File: src/rtl/wb_arbiter_pkg.sv
// -----------------------------------------------------------------------------
// wb_arbiter_pkg
//
// Purpose : shared types for the Wishbone round-robin arbiter.
//
// Contents:
//   state_t : arbiter FSM encoding.
//             IDLE  - no master owns the downstream bus.
//             GRANT - one master owns the bus for the whole of its cyc.
// -----------------------------------------------------------------------------
package wb_arbiter_pkg;

  typedef enum logic [0:0] {
    IDLE  = 1'b0,
    GRANT = 1'b1
  } state_t;

endpackage : wb_arbiter_pkg

File: src/rtl/wishbone.sv
// -----------------------------------------------------------------------------
// wishbone
//
// Purpose : one pipelined Wishbone B4 bus (single master, single slave).
//
// Handshake: a strobe is transferred on a rising clock edge where
//   cyc && stb && !stall. The slave later answers every transferred strobe
//   with exactly one ack cycle, in order; dat_s2m is valid while ack is high.
//
// Parameters:
//   ADDR_BITS : address width
//   BYTES     : data width in bytes
//   SEL_WIDTH : byte-select width
//
// Modports:
//   master : drives addr/dat_m2s/we/sel/stb/cyc, receives dat_s2m/ack/stall
//   slave  : the mirror image
// -----------------------------------------------------------------------------
interface wishbone #(
  parameter int ADDR_BITS = 1,
  parameter int BYTES     = 1,
  parameter int SEL_WIDTH = 1
);

  logic [ADDR_BITS-1:0] addr;
  logic [BYTES*8-1:0]   dat_m2s;
  logic [BYTES*8-1:0]   dat_s2m;
  logic                 we;
  logic [SEL_WIDTH-1:0] sel;
  logic                 stb;
  logic                 cyc;
  logic                 ack;
  logic                 stall;

  modport master (
    output addr, dat_m2s, we, sel, stb, cyc,
    input  dat_s2m, ack, stall
  );

  modport slave (
    input  addr, dat_m2s, we, sel, stb, cyc,
    output dat_s2m, ack, stall
  );

endinterface : wishbone

File: src/rtl/wb_arbiter_rr_select.sv
// -----------------------------------------------------------------------------
// rr_select
//
// Purpose : purely combinational round-robin pick. Returns the first
//           requester at or after ptr, wrapping past the top index back to 0.
//           Kept free of any arbiter state so other arbiters can reuse it.
//
// Parameters:
//   NUM_REQUESTERS : number of request lines (>= 2)
//
// Ports:
//   req   in  NUM_REQUESTERS  one request bit per requester
//   ptr   in  IDX_W           index with highest priority this cycle
//   valid out 1               at least one request is present
//   idx   out IDX_W           chosen requester (0 when valid is low)
// -----------------------------------------------------------------------------
module rr_select #(
  parameter  int NUM_REQUESTERS = 2,
  localparam int IDX_W          = (NUM_REQUESTERS > 1) ? $clog2(NUM_REQUESTERS) : 1
) (
  input  logic [NUM_REQUESTERS-1:0] req,
  input  logic [IDX_W-1:0]          ptr,
  output logic                      valid,
  output logic [IDX_W-1:0]          idx
);

  // Walk the offsets from farthest to nearest so the nearest requesting
  // candidate (smallest offset from ptr) is the last one written and wins.
  always_comb begin
    int cand;
    cand  = 0;
    valid = |req;
    idx   = '0;
    for (int k = NUM_REQUESTERS - 1; k >= 0; k--) begin
      cand = int'(ptr) + k;
      if (cand >= NUM_REQUESTERS) begin
        cand = cand - NUM_REQUESTERS;
      end
      if (req[IDX_W'(cand)]) begin
        idx = IDX_W'(cand);
      end
    end
  end

endmodule : rr_select

File: src/rtl/wb_arbiter.sv
// -----------------------------------------------------------------------------
// wb_arbiter
//
// Purpose : shares one pipelined Wishbone slave port between NUM_REQUESTERS
//           masters. Ownership is granted round-robin and held for the whole
//           of the owner's cyc. Accepted-but-unacked strobes are counted so
//           issue can be throttled at MAX_OUTSTANDING and acks routed back.
//
// Parameters:
//   NUM_REQUESTERS  : upstream masters (>= 2)
//   ADDR_BITS       : address width
//   BYTES           : data width in bytes
//   SEL_WIDTH       : byte-select width
//   MAX_OUTSTANDING : accepted-but-unacked strobe limit (>= 1)
//
// Ports (requester i occupies slice [(i+1)*W-1 -: W] of each flat bus):
//   clk        in   sole clock
//   sreset     in   synchronous active-high reset
//   s_addr     in   N*ADDR_BITS   per-requester address
//   s_dat_m2s  in   N*BYTES*8     per-requester write data
//   s_dat_s2m  out  N*BYTES*8     per-requester read data (0 unless granted)
//   s_we       in   N             per-requester write enable
//   s_sel      in   N*SEL_WIDTH   per-requester byte selects
//   s_stb      in   N             per-requester strobe
//   s_cyc      in   N             per-requester cycle
//   s_ack      out  N             per-requester ack (0 unless granted)
//   s_stall    out  N             per-requester stall (1 unless granted)
//   m_wb       wishbone.master    shared downstream bus
//   dbg_state  out  state_t       FSM state
//   dbg_grant  out  IDX_W         current grant index
//   dbg_ptr    out  IDX_W         round-robin pointer
//   dbg_outst  out  CNT_W         outstanding strobe count
//
// Handshake (both sides): a strobe moves on a clock edge where stb is high
// and stall is low; each moved strobe is answered by one ack cycle.
// -----------------------------------------------------------------------------
module wb_arbiter
  import wb_arbiter_pkg::*;
#(
  parameter  int NUM_REQUESTERS  = 2,
  parameter  int ADDR_BITS       = 1,
  parameter  int BYTES           = 1,
  parameter  int SEL_WIDTH       = 1,
  parameter  int MAX_OUTSTANDING = 4,
  localparam int IDX_W           = (NUM_REQUESTERS > 1) ? $clog2(NUM_REQUESTERS) : 1,
  localparam int CNT_W           = $clog2(MAX_OUTSTANDING + 1),
  localparam int DW              = BYTES * 8
) (
  input  logic                                clk,
  input  logic                                sreset,
  input  logic [NUM_REQUESTERS*ADDR_BITS-1:0] s_addr,
  input  logic [NUM_REQUESTERS*DW-1:0]        s_dat_m2s,
  output logic [NUM_REQUESTERS*DW-1:0]        s_dat_s2m,
  input  logic [NUM_REQUESTERS-1:0]           s_we,
  input  logic [NUM_REQUESTERS*SEL_WIDTH-1:0] s_sel,
  input  logic [NUM_REQUESTERS-1:0]           s_stb,
  input  logic [NUM_REQUESTERS-1:0]           s_cyc,
  output logic [NUM_REQUESTERS-1:0]           s_ack,
  output logic [NUM_REQUESTERS-1:0]           s_stall,
  wishbone.master                             m_wb,
  output state_t                              dbg_state,
  output logic [IDX_W-1:0]                    dbg_grant,
  output logic [IDX_W-1:0]                    dbg_ptr,
  output logic [CNT_W-1:0]                    dbg_outst
);

  localparam logic [CNT_W-1:0] MAX_CNT  = CNT_W'(MAX_OUTSTANDING);
  localparam logic [IDX_W-1:0] LAST_IDX = IDX_W'(NUM_REQUESTERS - 1);

  // ---------------------------------------------------------------------------
  // Registered state
  // ---------------------------------------------------------------------------
  state_t           state_q;
  logic [IDX_W-1:0] grant_q;
  logic [IDX_W-1:0] ptr_q;
  logic [CNT_W-1:0] outst_q;

  // ---------------------------------------------------------------------------
  // Flat buses unpacked into per-requester arrays so the granted slice can be
  // picked with a plain array index.
  // ---------------------------------------------------------------------------
  logic [ADDR_BITS-1:0] addr_a    [NUM_REQUESTERS];
  logic [DW-1:0]        dat_m2s_a [NUM_REQUESTERS];
  logic [SEL_WIDTH-1:0] sel_a     [NUM_REQUESTERS];
  logic [DW-1:0]        dat_s2m_a [NUM_REQUESTERS];

  for (genvar g = 0; g < NUM_REQUESTERS; g++) begin : g_slice
    assign addr_a[g]                  = s_addr[g*ADDR_BITS +: ADDR_BITS];
    assign dat_m2s_a[g]               = s_dat_m2s[g*DW +: DW];
    assign sel_a[g]                   = s_sel[g*SEL_WIDTH +: SEL_WIDTH];
    assign s_dat_s2m[g*DW +: DW]      = dat_s2m_a[g];
  end

  // ---------------------------------------------------------------------------
  // Round-robin pick among requesters currently holding cyc
  // ---------------------------------------------------------------------------
  logic             pick_valid;
  logic [IDX_W-1:0] pick_idx;

  rr_select #(
    .NUM_REQUESTERS (NUM_REQUESTERS)
  ) u_rr_select (
    .req   (s_cyc),
    .ptr   (ptr_q),
    .valid (pick_valid),
    .idx   (pick_idx)
  );

  // ---------------------------------------------------------------------------
  // Outstanding-strobe bookkeeping
  // ---------------------------------------------------------------------------
  logic full;     // no more strobes may be issued until an ack arrives
  logic m_stb;    // strobe presented downstream
  logic accept;   // strobe moves downstream this cycle
  logic retire;   // ack that actually retires a counted strobe

  assign full   = (outst_q == MAX_CNT);
  assign accept = m_stb && !m_wb.stall;
  // An ack with nothing outstanding is a slave glitch; it must not wrap
  // the counter below zero.
  assign retire = m_wb.ack && (outst_q != '0);

  // ---------------------------------------------------------------------------
  // Datapath: zero-latency steering of the granted requester onto the bus.
  // Everything outside GRANT, and every non-granted requester, sees the
  // quiescent values (stall high, ack low, data zero).
  // ---------------------------------------------------------------------------
  always_comb begin
    m_stb          = 1'b0;
    m_wb.cyc       = 1'b0;
    m_wb.stb       = 1'b0;
    m_wb.addr      = '0;
    m_wb.dat_m2s   = '0;
    m_wb.we        = 1'b0;
    m_wb.sel       = '0;
    s_stall        = '1;
    s_ack          = '0;
    for (int i = 0; i < NUM_REQUESTERS; i++) begin
      dat_s2m_a[i] = '0;
    end

    if (state_q == GRANT) begin
      m_stb                = s_stb[grant_q] && !full;
      m_wb.cyc             = s_cyc[grant_q];
      m_wb.stb             = m_stb;
      m_wb.addr            = addr_a[grant_q];
      m_wb.dat_m2s         = dat_m2s_a[grant_q];
      m_wb.we              = s_we[grant_q];
      m_wb.sel             = sel_a[grant_q];
      // Throttle looks like a slave stall to the requester, so it simply
      // holds its strobe until the count drops.
      s_stall[grant_q]     = m_wb.stall || full;
      s_ack[grant_q]       = m_wb.ack;
      dat_s2m_a[grant_q]   = m_wb.dat_s2m;
    end
  end

  // ---------------------------------------------------------------------------
  // FSM, grant/pointer registers and outstanding counter
  // ---------------------------------------------------------------------------
  always_ff @(posedge clk) begin
    if (sreset) begin
      state_q <= IDLE;
      grant_q <= '0;
      ptr_q   <= '0;
      outst_q <= '0;
    end else begin
      case (state_q)
        IDLE: begin
          outst_q <= '0;
          if (pick_valid) begin
            grant_q <= pick_idx;
            state_q <= GRANT;
          end
        end

        GRANT: begin
          if (!s_cyc[grant_q]) begin
            // Owner finished or aborted. Strobes still in flight are
            // forgotten: their late acks land while no one is granted
            // and are dropped by the datapath.
            state_q <= IDLE;
            outst_q <= '0;
            ptr_q   <= (grant_q == LAST_IDX) ? '0 : grant_q + 1'b1;
          end else if (accept && !retire) begin
            outst_q <= outst_q + 1'b1;
          end else if (retire && !accept) begin
            outst_q <= outst_q - 1'b1;
          end
        end

        default: begin
          state_q <= IDLE;
        end
      endcase
    end
  end

  // ---------------------------------------------------------------------------
  // Debug visibility
  // ---------------------------------------------------------------------------
  assign dbg_state = state_q;
  assign dbg_grant = grant_q;
  assign dbg_ptr   = ptr_q;
  assign dbg_outst = outst_q;

endmodule : wb_arbiter

File: src/flat_wrapper.sv
// flat-port wrapper written by rule: the top's interface ports become plain ports
module wb_arbiter_flat import wb_arbiter_pkg::*;
#(
  parameter  int NUM_REQUESTERS  = 2,
  parameter  int ADDR_BITS       = 1,
  parameter  int BYTES           = 1,
  parameter  int SEL_WIDTH       = 1,
  parameter  int MAX_OUTSTANDING = 4,
  localparam int IDX_W           = (NUM_REQUESTERS > 1) ? $clog2(NUM_REQUESTERS) : 1,
  localparam int CNT_W           = $clog2(MAX_OUTSTANDING + 1),
  localparam int DW              = BYTES * 8
)
  (clk, sreset, s_addr, s_dat_m2s, s_dat_s2m, s_we, s_sel, s_stb, s_cyc, s_ack, s_stall, dbg_state, dbg_grant, dbg_ptr, dbg_outst, m_wb_addr, m_wb_dat_m2s, m_wb_we, m_wb_sel, m_wb_stb, m_wb_cyc, m_wb_dat_s2m, m_wb_ack, m_wb_stall);
  wishbone #(.ADDR_BITS(ADDR_BITS), .BYTES(BYTES), .SEL_WIDTH(SEL_WIDTH)) m_wb_i ();
  input  logic clk;
  input  logic sreset;
  input  logic [NUM_REQUESTERS*ADDR_BITS-1:0] s_addr;
  input  logic [NUM_REQUESTERS*DW-1:0] s_dat_m2s;
  output logic [NUM_REQUESTERS*DW-1:0] s_dat_s2m;
  input  logic [NUM_REQUESTERS-1:0] s_we;
  input  logic [NUM_REQUESTERS*SEL_WIDTH-1:0] s_sel;
  input  logic [NUM_REQUESTERS-1:0] s_stb;
  input  logic [NUM_REQUESTERS-1:0] s_cyc;
  output logic [NUM_REQUESTERS-1:0] s_ack;
  output logic [NUM_REQUESTERS-1:0] s_stall;
  output state_t dbg_state;
  output logic [IDX_W-1:0] dbg_grant;
  output logic [IDX_W-1:0] dbg_ptr;
  output logic [CNT_W-1:0] dbg_outst;
  output wire logic [$bits(m_wb_i.addr)-1:0] m_wb_addr;
  output wire logic [$bits(m_wb_i.dat_m2s)-1:0] m_wb_dat_m2s;
  output wire logic [$bits(m_wb_i.we)-1:0] m_wb_we;
  output wire logic [$bits(m_wb_i.sel)-1:0] m_wb_sel;
  output wire logic [$bits(m_wb_i.stb)-1:0] m_wb_stb;
  output wire logic [$bits(m_wb_i.cyc)-1:0] m_wb_cyc;
  input wire logic [$bits(m_wb_i.dat_s2m)-1:0] m_wb_dat_s2m;
  input wire logic [$bits(m_wb_i.ack)-1:0] m_wb_ack;
  input wire logic [$bits(m_wb_i.stall)-1:0] m_wb_stall;
  assign m_wb_addr = m_wb_i.addr;
  assign m_wb_dat_m2s = m_wb_i.dat_m2s;
  assign m_wb_we = m_wb_i.we;
  assign m_wb_sel = m_wb_i.sel;
  assign m_wb_stb = m_wb_i.stb;
  assign m_wb_cyc = m_wb_i.cyc;
  assign m_wb_i.dat_s2m = m_wb_dat_s2m;
  assign m_wb_i.ack = m_wb_ack;
  assign m_wb_i.stall = m_wb_stall;
  wb_arbiter #(.NUM_REQUESTERS(NUM_REQUESTERS), .ADDR_BITS(ADDR_BITS), .BYTES(BYTES), .SEL_WIDTH(SEL_WIDTH), .MAX_OUTSTANDING(MAX_OUTSTANDING)) u_core (.clk(clk), .sreset(sreset), .s_addr(s_addr), .s_dat_m2s(s_dat_m2s), .s_dat_s2m(s_dat_s2m), .s_we(s_we), .s_sel(s_sel), .s_stb(s_stb), .s_cyc(s_cyc), .s_ack(s_ack), .s_stall(s_stall), .m_wb(m_wb_i), .dbg_state(dbg_state), .dbg_grant(dbg_grant), .dbg_ptr(dbg_ptr), .dbg_outst(dbg_outst));
endmodule
File: config.mk
export PLATFORM = sky130hd
export DESIGN_NAME = wb_arbiter_flat
export DESIGN_NICKNAME = d
export VERILOG_FILES = /design/src/rtl/wb_arbiter_pkg.sv /design/src/rtl/wishbone.sv /design/src/rtl/wb_arbiter_rr_select.sv /design/src/rtl/wb_arbiter.sv /design/src/flat_wrapper.sv
export SDC_FILE = /design/constraint.sdc
export NUM_CORES = 1
export LEC_CHECK = 0
export ABC_AREA = 1
export CAP_MARGIN = 5
export CORE_MARGIN = 2
export CORE_UTILIZATION = 25
export DETAILED_ROUTE_END_ITERATION = 10
export GPL_TIMING_DRIVEN = 1
export PLACE_DENSITY = 0.8
export REMOVE_ABC_BUFFERS = 1
export SKIP_LAST_GASP = 1
export SLEW_MARGIN = 20
export SYNTH_ARGS = -nofsm -noshare
export SYNTH_HDL_FRONTEND = slang
export SYNTH_SLANG_ARGS = --single-unit
File: constraint.sdc
create_clock -name clk -period 2.1 [get_ports clk]
set_clock_uncertainty 0.15 [all_clocks]
set_input_delay 0.21 -clock clk [delete_from_list [all_inputs] [get_ports clk]]
set_output_delay 0.21 -clock clk [all_outputs]
set_load 0.005 [all_outputs]
# --- After elaboration in Yosys (flattened, before gate mapping) ---
# Cells that the tools add are included.
totals:
  regBits: 6
  in_bits: 38
  out_inout_bits: 39
  wordCells: 87
classes:
  addsub: 6
  magnitude_cmp: 8
  eq_ne: 2
  n_mux: 44
  bitwise_logic: 7
  reduce_logical: 16
op_table:
  columns: ["op", "n"]
  rows:
  - ["two-way mux 8 bit", 5]
  - ["two-way mux 1 bit", 29]
  - ["AND 16 bit", 1]
  - ["two-way mux 16 bit", 1]
  - ["two-way mux 3 bit", 3]
  - ["demux 8 bit (select 1 bit)", 1]
  - ["logical AND 1 bit", 7]
  - ["less-than comparator 1 x 3 -> 1 bit (second input constant)", 2]
  - ["case mux 3 bit (2 select lines)", 1]
  - ["greater-or-equal comparator 2 bit (second input constant)", 2]
  - ["zero test 1 bit", 4]
  - ["two-way mux 2 bit", 2]
  - ["!= test 4 bit (second input constant)", 1]
  - ["AND reduction 2 bit", 2]
  - ["adder 3 x 1 -> 3 bit (second input constant)", 1]
  - ["== test 3 bit (second input constant)", 1]
  - ["nonzero test 3 bit", 1]
  - ["subtractor 3 x 1 -> 3 bit (second input constant)", 1]
  - ["adder 1 x 1 -> 2 bit (second input constant)", 1]
  - ["AND 2 bit", 1]
  - ["greater-or-equal comparator 1 x 2 -> 1 bit (second input constant)", 1]
  - ["less-than comparator 1 x 2 -> 1 bit (second input constant)", 1]
  - ["less-than comparator 2 x 1 -> 1 bit (second input constant)", 1]
  - ["inverter 1 bit", 2]
  - ["other kinds (10)", 11]

# --- Logic depth before layout (Yosys ltp) ---
logic_depth:
  depth_word: 11
  mapped_depth: 13

# --- By module ---
# From an unflattened synthesis, not the netlist that was laid out.
hier_totals:
  cells_unflattened: 103
  area_unflattened_um2: 613.1
modules_own_cells:
  columns: ["module", "instances", "cells_per_inst", "area_each_um2", "seq_area_each_um2"]
  rows:
  - ["wb_arbiter", 1, 98, 594.3, 120.1]
  - ["rr_select", 1, 5, 18.8, 0.0]

# --- Worst setup path after synthesis ---
# Ideal clock, no wire load.
synth_timing:
  path_kind: "reg-to-reg"
  from: "register u_core.state_q, in the netlist u_core.dbg_state"
  to: "register u_core.outst_q[1], in the netlist u_core.dbg_outst[1]"
  setup_time_ns: 0.117
  arrival_ns: 1.685
  required_time_ns: 1.833
  path_slack_ns: 0.148
  path_stages_with_launch: 10
  path_buffers: 0
  path_cell_list: "dfxtp_1 nand2_2 inv_2 a22oi_1 nor2_1 ha_1 fa_1 nand2_1 o21ai_0 nor2_1"
synth_via:
  elab_chain_cells: 6
synth_lines:
  columns: ["item", "line_no", "source"]
  rows:
  - ["start: declaration", "wb_arbiter.sv:73", "state_t state_q;"]
  - ["start signal: assignment", "wb_arbiter.sv:163", "state_q <= IDLE;"]
  - ["start signal: assignment", "wb_arbiter.sv:173", "state_q <= GRANT;"]
  - ["start signal: assignment", "wb_arbiter.sv:182", "state_q <= IDLE;"]
  - ["two-way mux 1 bit", "wb_arbiter.sv:142", "if (state_q == GRANT) begin"]
  - ["logical AND 1 bit", "wb_arbiter.sv:118", "assign accept = m_stb && !m_wb.stall;"]
  - ["logical AND 1 bit", "wb_arbiter.sv:185", "end else if (accept && !retire) begin"]
  - ["two-way mux 3 bit", "wb_arbiter.sv:185", null]
  - ["two-way mux 3 bit", "wb_arbiter.sv:178", "if (!s_cyc[grant_q]) begin"]
  - ["case mux 3 bit (2 select lines)", "wb_arbiter.sv:168", "case (state_q)"]
  - ["end signal: assignment", "wb_arbiter.sv:186", "outst_q <= outst_q + 1'b1;"]
  - ["end signal: assignment", "wb_arbiter.sv:188", "outst_q <= outst_q - 1'b1;"]
  - ["end: declaration", "wb_arbiter.sv:76", "logic [CNT_W-1:0] outst_q;"]
# Parallel ways exist; a longest one is shown, timed or not.
# A chain may end at the register's enable or synchronous reset.

# --- Worst setup path in the final report ---
layout_timing:
  from: "register u_core.state_q, in the netlist u_core.dbg_state"
  to: "output m_wb_dat_m2s[3]"
layout_via:
  elab_chain_cells: 1
layout_lines:
  columns: ["item", "line_no", "source"]
  rows:
  - ["two-way mux 8 bit", "wb_arbiter.sv:142", null]
  - ["end: declaration", "flat_wrapper.sv:31", "output wire logic [$bits(m_wb_i.dat_m2s)-1:0] m_wb_dat_m2s;"]
# Every way passes these cells.

==> results.md <==
- CP Max Fanout: 6
- Crit path DAT: 1.62 ns
- Mux cell area share after synthesis: 0%
- Hold buffer count at CTS: 0
- Sw power: 119.2 uW
- Crit path capture type: output pin
- Netlist Area Pre-Place: approximately 600 um^2
- Lkg Pwr: approximately 0.65 nW
- Number of clock sinks: 6
- Final hold violation count: 0
- Fin crit share: 94.31%
- Antenna violation net count after detailed routing: 0
- Worst-case reg-to-reg path depth: 11
- Clock Pin Slew Worst Setup and Hold Paths: 0.04 ns
- N_diodes: 0
- CTS root buf: clkbuf_4
- Final Slew Violations: 0
- CTS tree: done
- Sw Ratio: between 20% and 30%
- Slew headroom: 81.65%
- Max stage delay on crit path: 0.50 ns
- Core area: 2233 um^2
- CP required: 1.74 ns
- Hold WC Path Type: reg2reg
- Post-synthesis sequential area ratio: 20.13%
- Final setup fails: 0
- Worst skew pair latency: roughly 0.24 ns
- Fmax: 504.9 MHz
- Share of layout cells above drive strength 1: 10.38%
- RSZ-0062 raised after global routing: true
- Mapped Cells: 99
- Via/cell ratio: 4.540
- GP Congestion: 0.7104
- Post-synthesis register bit count: 6
- Most frequent cell after synthesis: nor2_1
- Internal power: 332.4 uW
- Placed Instances: 207
- Crit path cell chain: inv_2 -> nor2_4 -> buf_4 -> a22o_1 -> clkdlybuf4s50_1
- Unique cell type count in the Yosys netlist: 20
- Yosys top cell area share: roughly 20%
- Register-to-register setup slack: ~0.18 ns
- Layout area overhead: 145.7%
- Post-route minimum period: 1.980 ns
- Pwr Density: slightly above 300 nW/um^2
- Post-detail-place hpwl: 2201 um
- Wire per inst: roughly 12 um
- DRT Wirelength: 2564 um
- Initial Util: a little over a quarter
- Post-synthesis compound-gate area fraction: 24.95%
- Setup crit end: m_wb_dat_m2s[3]
- Worst setup path startpoint: u_core.dbg_state
- Critical-path top delay cell: clkdlybuf4s50_1
- Vias: 958
- Max Root-Sink Buffers: 2
- Max Cap Viol: 0
- Final instance area: 1466 um^2
- Startpoint types: register
- CTS buffer count: 3
- Total grt overflow: 0
- Post-layout nets: 225
- Port Buffer Count: 76
- Actual slew at the worst max-slew pin: 0.2723 ns
- Syn avg cell area: 6.029 um^2
- Largest net degree at the start of global routing: 13
- Die width: 52.86 um
- Synth area leaders: dfxtp_1 20%, nor2_1 16%, a22o_1 16%
- Critical path class: reg2out
- Ports: between 70 and 80
- Die area: 2794 um^2
- Synth warn: 0
- XOR/XNOR Fraction of Synth Area: 1.468%
- Largest family of logic cells by synthesized area: simple AND/OR/NAND/NOR gates
- Top_reg_cell synth: dfxtp_1
- Initial antenna violation count: 0
- Number of synthesized flops with an enable pin: 0
- Final Worst Setup Slack: 0.1196 ns
- Reg-to-reg endpoint: u_core.dbg_outst[1]
- Reg2reg start: u_core.dbg_outst[1]
- Die height: 52.86 um
- Row Count: 17
- Post-place setup slack: 0.005140 ns
- Global Route Usage Sum: 17.13%
- First-pass GRT wire length: 3698 um
- Post-synth ARST share: 0%
- Fin cells: 211
- DP Area: 1423 um^2
- Synth cell count leaders: 26 x nor2_1, 19 x inv_1, 14 x nand2_1
- Vias in the first global route: about 870
- Htree depth: 1
- Synth Area in Adders: 5.451%
- Power, Total: about 450 uW
- Flop pwr share: a little over a quarter
- Status: finished, final reports clean
- Combinational power share: 49.6%
- Cell taking the most area after synthesis: dfxtp_1
- Simple-gate area share of the yosys netlist: 32.91%
- Final Util: between 60% and 70%
- DRT Pass-1 Iters: 4
- Iteration-0 DRC Markers: 22
- Fill cells: 190
- Clock power frac: roughly a quarter
- DR DRC count: 0
- IR drop worst, VDD: 0.0002812 V
[kinds of logic (layout without fill, tap and decap cells)]
| kind of cell | after synthesis | after routing |
|---|---|---|
| adder cells (fa/ha/maj) | 2 | 2 |
| XOR/XNOR | 1 | 1 |
| buffers and inverters | 22 | 106 |
| AND/OR/NAND/NOR | 48 | 48 |
| AO/OA/AOI/OAI | 20 | 20 |
| flip-flops | 6 | 6 |
[critical path, delay by kind of cell (launching register included)]
| family | cells | cell delay (ns) |
|---|---|---|
| buf+inv | 3 | 0.75 |
| compound gates | 1 | 0.12 |
| flops | 1 | 0.37 |
| simple gates | 1 | 0.14 |
[worst min path at each step]
stage,start,cells after the start,slack (ns),end
5_1_grt,u_core.dbg_ptr,2,0.35,u_core.dbg_ptr
3_3_place_gp,u_core.dbg_ptr,2,0.32,u_core.dbg_ptr
6_report,u_core.dbg_ptr,2,0.33,u_core.dbg_ptr
2_1_floorplan,sreset,1,0.13,u_core.dbg_grant
4_1_cts,u_core.dbg_ptr,2,0.34,u_core.dbg_ptr
3_5_place_dp,u_core.dbg_ptr,2,0.33,u_core.dbg_ptr
[final cells by class]
class	count	area, um^2	area share, %
Clock buffer	3	22.52	1.536
Inverter	20	75.07	5.119
Multi-Input combinational cell	71	394.1	26.88
Sequential cell	6	122.6	8.362
Tap cell	28	35.03	2.389
Timing Repair Buffer	83	817.0	55.72
[metrics by stage]
stage / setup TNS (ns) / hold WS (ns)
6_report: 0 / 0.3326
5_1_grt: -0.001179 / 0.3520
4_1_cts: 0 / 0.3360
3_5_place_dp: 0 / 0.3285
3_3_place_gp: 0 / 0.3201
2_1_floorplan: -0.006142 / 0.1291
[timing repair]
| action | 4_1_cts | 5_1_grt |
|---|---|---|
| setup buffers | 0 | 0 |
| endpoints found under the hold margin | 0 | 0 |
| endpoints found under the setup margin | 0 | 11 |
| resized for setup | 0 | 7 |
[layer usage]
metal	share of wire (%)	global-route usage [%]
met1	37	18.01
met2	50	32.29
met3	12	5.367
met4	1.2	4.701
met5	0	0
[sequential cells by signal (all words and copies together), names as in the netlist]
register and flops:
u_core.dbg_ptr 1, u_core.dbg_outst 3, u_core.dbg_state 1, u_core.dbg_grant 1
[cells in the final DEF (no fill, tap or decap), drive strengths merged]
master         count
a21oi              4
clkdlybuf4s50     76
a31oi              1
nor2              27
ha                 1
nand3              3
fa                 1
a22oi              1
buf                7
clkbuf             3
nand2             16
a22o              11
dfxtp              6
xor2               1
inv               20
o21ai              3
or2                1
nand4              1
[power by group through the flow]
stage	registers [mW]	clock network, mW	logic [mW]
floorplan	0.125	0	0.0615
detailed placement	0.124	0	0.219
finish	0.122	0.105	0.224
global route	0.123	0.111	0.242
global placement	0.124	0	0.214
CTS	0.122	0.104	0.220
No activity file was read; power rests on OpenSTA's default activity.
